===== src/rtl/pwm_audio_out.sv =====
// Audio output stage: sample FIFO, per-sample rate divider and glitch-free PWM modulator
// driving the mono audio jack, with a saturating underrun counter for debug.
`timescale 1ns/1ps
module pwm_audio_out #(
  parameter int unsigned SAMPLE_DIV = 2083,
  parameter int unsigned PWM_BITS   = 8,
  parameter int unsigned FIFO_DEPTH = 16
) (
  input  logic                          clk,
  input  logic                          resetn,
  input  logic                          enable,
  input  logic [15:0]                   sample_in,
  input  logic                          sample_valid,
  output logic                          sample_ready,
  output logic                          pwm_out,
  output logic                          aud_sd,
  output logic [$clog2(FIFO_DEPTH):0]   fifo_level,
  output logic [15:0]                   underrun_count,
  input  logic                          underrun_clr
);

  localparam int unsigned AW         = $clog2(FIFO_DEPTH);
  localparam int unsigned DW         = $clog2(SAMPLE_DIV);
  localparam int unsigned DivLastInt = SAMPLE_DIV - 1;
  localparam logic [DW-1:0]       DivLast   = DivLastInt[DW-1:0];
  localparam logic [AW:0]         LevelFull = FIFO_DEPTH[AW:0];
  localparam logic [PWM_BITS-1:0] PwmLast   = {PWM_BITS{1'b1}};
  localparam logic [PWM_BITS-1:0] DutyMid   = {1'b1, {(PWM_BITS-1){1'b0}}};

  logic [15:0]         mem_q [FIFO_DEPTH];
  logic [AW-1:0]       wr_ptr_q, wr_ptr_d;
  logic [AW-1:0]       rd_ptr_q, rd_ptr_d;
  logic [AW:0]         level_q, level_d;
  logic [DW-1:0]       div_cnt_q, div_cnt_d;
  logic [PWM_BITS-1:0] pwm_cnt_q, pwm_cnt_d;
  logic [PWM_BITS-1:0] duty_active_q, duty_active_d;
  logic [15:0]         cur_sample_q, cur_sample_d;
  logic [15:0]         underrun_q, underrun_d;
  logic                pwm_out_q, pwm_out_d;
  logic                aud_sd_q, aud_sd_d;
  logic                push, pop, tick;
  logic                unused_lsbs;

  assign sample_ready   = (level_q != LevelFull);
  assign fifo_level     = level_q;
  assign underrun_count = underrun_q;
  assign pwm_out        = pwm_out_q;
  assign aud_sd         = aud_sd_q;
  assign unused_lsbs    = ^cur_sample_q[15-PWM_BITS:0];

  always_comb begin
    push = sample_valid && sample_ready;
    tick = enable && (div_cnt_q == DivLast);
    // An empty FIFO on a tick is an underrun even if a push lands in the same cycle.
    pop  = tick && (level_q != '0);

    wr_ptr_d = push ? wr_ptr_q + 1'b1 : wr_ptr_q;
    rd_ptr_d = pop ? rd_ptr_q + 1'b1 : rd_ptr_q;

    case ({push, pop})
      2'b10:   level_d = level_q + 1'b1;
      2'b01:   level_d = level_q - 1'b1;
      default: level_d = level_q;
    endcase

    if (!enable || tick) begin
      div_cnt_d = '0;
    end else begin
      div_cnt_d = div_cnt_q + 1'b1;
    end

    cur_sample_d = pop ? mem_q[rd_ptr_q] : cur_sample_q;

    underrun_d = underrun_q;
    if (underrun_clr) begin
      underrun_d = '0;
    end else if (tick && (level_q == '0) && (underrun_q != 16'hFFFF)) begin
      underrun_d = underrun_q + 16'd1;
    end

    pwm_cnt_d = enable ? pwm_cnt_q + 1'b1 : '0;

    // Duty only changes at a period boundary so no PWM pulse is ever truncated.
    if (enable && (pwm_cnt_q == PwmLast)) begin
      duty_active_d = cur_sample_q[15 -: PWM_BITS];
    end else begin
      duty_active_d = duty_active_q;
    end

    pwm_out_d = enable && (pwm_cnt_q < duty_active_q);
    aud_sd_d  = enable;
  end

  always_ff @(posedge clk) begin
    if (push) begin
      mem_q[wr_ptr_q] <= sample_in;
    end
  end

  always_ff @(posedge clk or negedge resetn) begin
    if (!resetn) begin
      wr_ptr_q      <= '0;
      rd_ptr_q      <= '0;
      level_q       <= '0;
      div_cnt_q     <= '0;
      pwm_cnt_q     <= '0;
      duty_active_q <= DutyMid;
      cur_sample_q  <= 16'h8000;
      underrun_q    <= '0;
      pwm_out_q     <= 1'b0;
      aud_sd_q      <= 1'b0;
    end else begin
      wr_ptr_q      <= wr_ptr_d;
      rd_ptr_q      <= rd_ptr_d;
      level_q       <= level_d;
      div_cnt_q     <= div_cnt_d;
      pwm_cnt_q     <= pwm_cnt_d;
      duty_active_q <= duty_active_d;
      cur_sample_q  <= cur_sample_d;
      underrun_q    <= underrun_d;
      pwm_out_q     <= pwm_out_d;
      aud_sd_q      <= aud_sd_d;
    end
  end

endmodule

===== config.mk =====
export PLATFORM = sky130hd
export DESIGN_NAME = pwm_audio_out
export DESIGN_NICKNAME = d
export VERILOG_FILES = /design/src/rtl/pwm_audio_out.sv
export SDC_FILE = /design/constraint.sdc
export NUM_CORES = 1
export LEC_CHECK = 0
export ABC_AREA = 1
export CORE_ASPECT_RATIO = 2
export CORE_MARGIN = 10
export CORE_UTILIZATION = 50
export CTS_CLUSTER_DIAMETER = 30
export DETAILED_ROUTE_END_ITERATION = 10
export HOLD_SLACK_MARGIN = 0.08
export PLACE_DENSITY = 0.78
export SETUP_SLACK_MARGIN = 0.3
export SLEW_MARGIN = 20
export SYNTH_ARGS = -nofsm -noshare
export SYNTH_HDL_FRONTEND = slang
export SYNTH_SLANG_ARGS = --single-unit
export TNS_END_PERCENT = 20

===== constraint.sdc =====
create_clock -name clk -period 3.5 [get_ports clk]
set_clock_uncertainty 0.1 [all_clocks]
set_input_delay 0.525 -clock clk [delete_from_list [all_inputs] [get_ports clk]]
set_output_delay 0.525 -clock clk [all_outputs]
set_load 0.02 [all_outputs]

== Yosys cells after proc, flatten, opt, wreduce, memory -nomap -nowiden ==
Memories as Yosys holds them, arrays and structs flattened. A register that Yosys moved wholly into a read port is not among the register bits.
Index checks and enable logic that the tools add are counted.
Storage, ports and cells
  register bits: 59
  memories kept: 1
  bits of input ports: 21
  output and inout bits: 24
  RAM bits: 256
  word-level logic and storage cells: 45
Cells by class
  $add $sub $neg: 7
  order comparisons: 1
  multiplexer cells: 7
  reduce and logical (&&, ||, !) cells: 14
  equal/unequal tests: 6
Memory list
  mem_q: words 16, width 16, rd ports 1, clocked after Yosys merged registers in 1, write ports 1, line 30  | logic [15:0] mem_q [FIFO_DEPTH];
Operators by type and width (count)
  16-bit 2-to-1 mux: 2
  16-bit by 1-bit adder with 16-bit output (second input constant): 1
  16-bit inequality test (second input constant): 1
  12-bit by 1-bit adder with 12-bit output (second input constant): 1
  12-bit equality test (second input constant): 1
  12-bit 2-to-1 mux: 1
  5-bit case mux with 2 select lines: 1
  4-bit by 1-bit adder with 4-bit output (second input constant): 2
  8-bit by 1-bit adder with 8-bit output (second input constant): 1
  8-bit equality test (second input constant): 1
  8-bit less-than comparator: 1
  8-bit 2-to-1 mux: 1
  1-bit logical AND: 7
  5-bit by 1-bit adder with 5-bit output (second input constant): 1
  5-bit zero test: 1
  5-bit inequality test (second input constant): 1
  5-bit nonzero test: 1
  5-bit by 1-bit subtractor with 5-bit output (second input constant): 1
  2-bit nonzero test: 2
  2-bit by 1-bit equality test with 1-bit output (second input constant): 1
  2-bit equality test (second input constant): 1
  1-bit zero test: 2
  1-bit 2-to-1 mux: 2
  1-bit logical OR: 1

== Logic depth before layout (Yosys ltp) ==
Gate-level depths: netlist of run 1.
  depth after elaboration: 6
  gate-level depth with buffers: 16
  depth with buffers taken out: 16

== Least setup slack after synthesis of run 1 ==
No wires, ideal clock.
  kind: reg2reg
  start: register div_cnt_q[0]
  end: register level_q[4], in the netlist fifo_level[4]
  cell stages (with the launch flop): 17
  slack: 1095 ps
  buffers on the path: 0
  data required time: 3283 ps
  arrival time: 2188 ps
  library setup time: 117 ps
  clock period less this slack: 2405 ps
  cell sequence: dfrtp_1 inv_1 ha_1 nand3_2 nor4_1 nand3_1 inv_1 ha_1 inv_1 fa_1 inv_1 a21oi_1 nor2_1 nor2_1 xor2_1 nand2_1 nand2_1
On the way
  word-level cells in the longest chain between the ends: 5
  elaborated cells on any way between the ends: 7
  those cells by class: eq/ne: 3; mux: 1; reduce/logical: 3
Ends and longest elaborated chain
  from (decl): line 34  | logic [DW-1:0] div_cnt_q, div_cnt_d;
  from (signal assigned): line 116  | div_cnt_q <= div_cnt_d;
  12-bit equality test *: line 53  | tick = enable && (div_cnt_q == DivLast);
  1-bit logical AND *: line 53
  1-bit logical AND *: line 55  | pop = tick && (level_q != '0);
  net pop: line 41  | logic push, pop, tick;
  2-bit by 1-bit equality test with 1-bit output or 2-bit equality test (tied branches): line 60  | case ({push, pop})
  5-bit case mux with 2 select lines or 2-bit nonzero test (tied branches)
  to (signal assigned): line 115  | level_q <= level_d;
  to (decl): line 33  | logic [AW:0] level_q, level_d;
The timed path passes the listed nets; every way through them passes the cells marked *.
A chain may end at the register's enable or synchronous reset.

== Worst setup path after layout of run 1 ==
Same ends and word-level chain as after synthesis.

==> flow_summary.yaml, run 1 <==
floorplanning:
  die-area_mm2: 0.0245
  die_h_um: 212
  row_count: 70
  die_width_um: 116
  core_mm2: 0.0182
  num_io_pins: 45
  start_util_pct: 50.5
run_status:
  status: "finished, final reports clean"
worst_setup_path:
  crit_chain: "inv_1 -> ha_1 -> nand3_2 -> nor4_1 -> nand3_1 -> inv_1 -> ha_1 -> inv_1 -> fa_1 -> inv_1 -> a21oi_1 -> nor2_1 -> nor2_1 -> xor2_1 -> nand2_1 -> nand2_1"
  reg2reg_from: "div_cnt_q[0]"
  crit_path_frequent_cell: "inv_1"
  critical_path.top_delay_family: "adder cells"
  end_kind: "flip-flop"
  crit_start: "div_cnt_q[0]"
  cp_max_fo: 5
  crit_slowest_cell: "dfrtp_1"
  worst_path_largest_cell_delay_ns: 0.41
  critPathBufInv: 4
  cp.arrival_ns: 2.95
  critPathKind: "flip-flop to flip-flop"
  crit_path_start_kind: "flip-flop"
  worst-endpoint-required_ns: 3.72
job:
  max-cap-violations: 0
grt:
  grtUsageTotal_pct: 17.6
  overflow: 0
  grt_pass1_wl_um: 33100
  grt_pass1_vias: 6564
  antenna_found_initial: 0
  grt_max_degree: 67
yosys:
  yosys.area_share.simple_pct: 26.3
  synth-seq-cells: 195
  synthFlopType: "edfxtp_1"
  netlist_instances: 969
  synth_fa_ha_area_share_pct: 2.94
  seq_area_frac_synth_pct: 60.1
  synth_compound_area_share_pct: 3.01
  yosysUniqueCellTypes: 39
  synth_edf_count: 128
  synth_nets: 1011
  ys_warn_count: 0
  synth-xor-area-share_pct: 1.62
  synth_area_mm2: 0.00920
  synth_top_family_by_area: "simple AND/OR/NAND/NOR gates"
  synthMuxAreaShare_pct: 0
  synthArstFlopShare_pct: 34.4
  synth_area_per_cell_um2: 9.49
final_layout:
  fin_util_pct: 56.6
  final_area_mm2: 0.0103
  nNetsFinal: 1040
  area_growth_pct: 12.2
  antenna_cells: 0
  drive_gt1_share_pct: 7.91
cts:
  cts_tree: "yes"
  clk_pin_slew_ns: 0.07
  cts_hold_buf: 1
  htree_levels: 4
  cts_resized: 0
  insertion_delay_ns: 0.43
  cts_buffers: 17
  post_cts_buffers: 0
  root_buffer: "clkbuf_16"
  clock-sinks: 195
  clockBufferDepth: 2
sta:
  slew_headroom_pct: 45.6
  fin_setup_tns_ns: 0
  hold_viol: 0
  fin_crit_sh_pct: 77.9
  fin_crit_ns: 2.73
  tightest_slew_ns: 0.813
  setup_violations: 0
  final-max-slew-violation-count: 0
  grt_setup_unrepaired: "no"
  max_freq_mhz: 367
  setup_slack_ns: 0.772
power:
  leakage_nw: 4.44
  power_mw: 5.30
  vdd_drop_max_uv: 300
  p_per_area_mw_per_mm2: 514
routing:
  route.detailed.drc: 0
  vias_per_cell: 5.37
  drt_iter0_drc: 377
  dr.pass1.iters: 5
  vias: 6593
  ant_nets: 0
  routedWlPerCell_um: 16.7
  wirelength_um: 20500
place:
  portBuffers: 36
  gp_congestion: 0.901
  post_dp_cell_area_mm2: 0.00973
  hpwl_um: 14200
  dp_slack_ns: 0.746
min_path:
  hp-class: "flip-flop to flip-flop"
  holdCritStartpoint: "cur_sample_q[15]"
## worst min-delay path, stage by stage (launching register included)
cell	delay, ns
dfstp_2	0.37
nand2_1	0.06
nand2_1	0.05
## final timing paths
kind                                     to  slack, ns  depth (start not counted)
min in group asynchronous      pwm_cnt_q[4]       0.60                          2
hold reg to reg            cur_sample_q[15]       0.38                          2
hold / removal             cur_sample_q[15]       0.38                          2
setup / recovery              fifo_level[4]       0.77                         16
max in group asynchronous     fifo_level[2]       1.86                          3
setup reg to reg              fifo_level[4]       0.77                         16
## where the power goes
group | internal (mW) | switching, mW | total, mW | leakage (nW)
clock network | 1.08 | 0.827 | 1.90 | 0.282
logic | 0.195 | 0.436 | 0.632 | 2.12
registers | 2.67 | 0.0939 | 2.77 | 2.04
total | 3.94 | 1.36 | 5.30 | 4.44
## per-stage QoR
step	instances	hold WS, ns
final	1227	0.376
after global routing	1227	0.393
after CTS	1227	0.376
after detailed placement	1194	0.364
after global placement	1194	0.359
after floorplan	969	0.129
## placed cells by master, fill, tap and decap left out, drive strengths merged
cell type	n
edfxtp	128
nand3b	2
a31oi	1
nor3b	4
clkinv	8
inv	102
dfrtp	65
nand4	17
o21a	1
bufinv	2
dlygate4sd3	1
o21bai	1
nor2	84
o21ai	29
ha	20
buf	10
a211oi	1
nor4	1
clkdlybuf4s50	35
nand3	110
nor3	6
xor2	12
dfstp	2
clkbuf	21
clkinvlp	1
a21boi	1
nand2	327
a21oi	13
xnor2	5
fa	1
## cell families after synthesis
group | after synthesis
compound gates | 47
xor+xnor | 17
fa+ha+maj | 21
buf+inv | 138
flops | 195
simple gates | 551
## cell usage after synthesis, types with 4 or more instances
library cell	count	area, um2
nand2_1	324	1220
edfxtp_1	128	3840
nand3_1	97	485
inv_1	94	353
nor2_1	78	293
dfrtp_1	65	1630
ha_1	20	250
buf_2	19	95.1
o21ai_0	19	95.1
nand4_1	16	100
clkbuf_1	14	52.6
a21oi_1	13	65.1
nand3_2	12	120
xor2_1	12	105
o21ai_2	8	70.1
inv_2	7	26.3
nor3_1	6	30.0
xnor2_1	5	43.8
nor3b_1	4	30.0
## state kept, by name, summed over array words and instances (netlist names)
name and count:
aud_sd 1, cur_sample_q 8, div_cnt_q 12, duty_active_q 8
fifo_level 5, mem_q 128, pwm_cnt_q 8, pwm_out 1
rd_ptr_q 4, underrun_count 16, wr_ptr_q 4
## final cells by class
cell class                 instances  area [um2]
sequential                       195        5520
inverter                         102         383
multi-input combinational        636        3120
fill                            1533        7900
timing repair buffer              46         445
clock inverter                    11         126
tap                              216         270
clock buffer                      21         450
## per-layer routing
metal / vias up / wire (um) / global-route usage, %
met5: - / 0 / 0
met1: 3153 / 7080 / 17.4
met3: 53 / 736 / 2.38
met4: 0 / 847 / 10.1
met2: 180 / 11900 / 33.2
li1: 3207 / - / -
Note: power is estimated with default switching activity, not from simulation.
==> run 2, diff against run 1 <==
Settings changed: PLACE_DENSITY 0.78 to 0.81.
Clock period 3.5 ns to 2.5 ns, I/O delays scaled along.
==> run 2 against run 1 <==
  * Clock power up 44%
  * Register-to-register slack lost 0.57 ns
  * Sequential power is 40% higher
  * Final area grew 2.6%
  * Critical path depth is 3 lower
  * Core utilization rose by 1.5 points
  * Die area stayed put
  * Sequential share of layout area fell by 1.3 points
  * First-iteration DRC count rose by 22%
  * Flip-flop and latch count is the same
  * Count of clock-buffer cells in the layout is the same
  * Largest cell class unchanged
==> flow_summary.yaml, run 2 (same netlist as run 1, synthesis figures left out) <==
worst_setup_path:
  end_kind: "flip-flop"
  crit_path_start_kind: "flip-flop"
  cp.arrival_ns: 2.55
  crit_slowest_cell: "dfrtp_1"
  critPathBufInv: 3
  crit_chain: "nor2_2 -> nand2_1 -> nor2_1 -> inv_2 -> nand3_1 -> inv_2 -> ha_4 -> buf_4 -> ha_1 -> nand2_1 -> a21boi_1 -> o21ai_0 -> a31oi_1"
  critical_path.top_delay_family: "simple AND/OR/NAND/NOR gates"
  critPathKind: "flip-flop to flip-flop"
  worst_path_largest_cell_delay_ns: 0.44
  cp_max_fo: 5
  worst-endpoint-required_ns: 2.75
power:
  leakage_nw: 4.60
  seq_power_share_pct: 51.5
  intPower_mw: 5.55
  swShare_pct: 26.2
  pwr-share-comb_pct: 12.1
  switchingPower_mw: 1.97
  vdd_drop_max_uv: 719
  p_per_area_mw_per_mm2: 711
  clkPwrFrac_pct: 36.4
routing:
  vias_per_cell: 5.43
  dr.pass1.iters: 5
  drt_iter0_drc: 459
  vias: 6803
  ant_nets: 0
  route.detailed.drc: 0
  routedWlPerCell_um: 16.1
  wirelength_um: 20100
floorplanning:
  start_util_pct: 50.5
  die-area_mm2: 0.0245
  core_mm2: 0.0182
  num_io_pins: 45
  die_h_um: 212
  die_width_um: 116
  row_count: 70
final_layout:
  multi_input_area_mm2: 0.00315
  fillers: 1476
  antenna_cells: 0
  area_growth_pct: 15.1
  layout_commonest_cell: "nand2_1"
  regArea_mm2: 0.00552
  mostFrequentLayoutCells: "nand2_1 (324), edfxtp_1 (128), nand3_1 (97)"
  top_register: "mem_q"
  largest_reg_flops: 128
  nNetsFinal: 1066
  drive_gt1_share_pct: 11.4
  instances_no_fill: 1253
sta:
  fin_crit_sh_pct: 91.7
  final-max-slew-violation-count: 0
  hold_viol: 0
  fin_setup_tns_ns: 0
  fin_crit_ns: 2.29
  setup_violations: 0
  grt_setup_unrepaired: "yes"
  slew_headroom_pct: 52.0
  tightest_slew_ns: 0.720
  max_freq_mhz: 436
cts:
  clk_pin_slew_ns: 0.08
  root_buffer: "clkbuf_16"
  htree_levels: 4
  clock-sinks: 195
  cts_tree: "yes"
  clockBufferDepth: 2
  cts_buffers: 17
  insertion_delay_ns: 0.43
place:
  hpwl_um: 13600
  gp_congestion: 0.879
  portBuffers: 36
  dp_cells: 1218
job:
  max-cap-violations: 0
grt:
  grt_pass1_wl_um: 32500
  grtUsageTotal_pct: 16.9
  overflow: 0
  antenna_found_initial: 0
  grt_pass1_vias: 6858
  grt_max_degree: 67
run_status:
  status: "finished, final reports clean"
min_path:
  hp-class: "primary input to asynchronous set/reset pin"
[run 2: changes by cell type in the layout (fill, tap and decap cells not counted), sizes merged]
cell	change
buf	+26
bufinv	-2
clkinv	-4
clkinvlp	-1
inv	+7
[run 2: final timing paths]
check,from,endpoint,slack [ns],cells past startpoint
setup / recovery,fifo_level[0],fifo_level[3],0.21,13
hold / removal,resetn,cur_sample_q[8],0.34,2
setup reg to reg,fifo_level[0],fifo_level[3],0.21,13
hold reg to reg,cur_sample_q[15],cur_sample_q[15],0.38,2
max in group asynchronous,resetn,cur_sample_q[15],1.29,3
min in group clk,cur_sample_q[15],cur_sample_q[15],0.38,2
[run 2: stage by stage]
| stage | util, % | power (mW) | area (um2) | setup slack (ns) | hold WS [ns] |
|---|---|---|---|---|---|
| after detailed placement | 54.5 | 4.83 | 9930 | 0.0595 | 0.271 |
| after floorplan | - | 4.42 | 9210 | 0.158 | -0.0206 |
| after global routing | 58.1 | 7.79 | 10600 | 0.0128 | 0.401 |
| after CTS | 58.0 | 7.57 | 10600 | 0.165 | 0.353 |
| after global placement | 54.5 | 4.79 | 9930 | 0.0740 | 0.272 |
| final | 58.1 | 7.52 | 10600 | 0.207 | 0.341 |
[run 2: power groups by stage]
| stage | Sequential, mW | Clock [mW] | Combinational (mW) |
|---|---|---|---|
| after floorplan | 3.96 | 0 | 0.460 |
| after global placement | 3.92 | 0 | 0.872 |
| after detailed placement | 3.93 | 0 | 0.898 |
| after CTS | 3.87 | 2.78 | 0.917 |
| after global routing | 3.90 | 2.88 | 1.01 |
| final | 3.87 | 2.74 | 0.913 |
[run 2: worst register-to-register path, cell delays in order (launching register included)]
cell and delay, ns:
dfrtp_1 0.44, nor2_2 0.16, nand2_1 0.06, nor2_1 0.14, inv_2 0.10, nand3_1 0.11, inv_2 0.05, ha_4 0.17
buf_4 0.14, ha_1 0.28, nand2_1 0.06, a21boi_1 0.18, o21ai_0 0.11, a31oi_1 0.13
[run 2: repair_timing]
action / CTS / global route
gates resized for setup: 6 / 3
setup buffers: 2 / 0
hold endpoints to repair: 19 / 0
hold buffers: 1 / 0
pin swaps: 2 / 1
setup endpoints to repair: 4 / 5
[run 2: cell type report]
class,instances,area share (%)
Sequential cell,195,52.2
Multi-Input combinational cell,636,29.7
Timing Repair Buffer,72,6.17
Clock buffer,21,4.75
Inverter,102,3.62
Tap cell,216,2.55
Clock inverter,11,0.958
[run 2: layer usage]
metal	global-route usage (%)	routed length, um
met5	0	0
met3	3.06	822
met1	16.1	6910
met2	31.5	11400
met4	10.9	1030
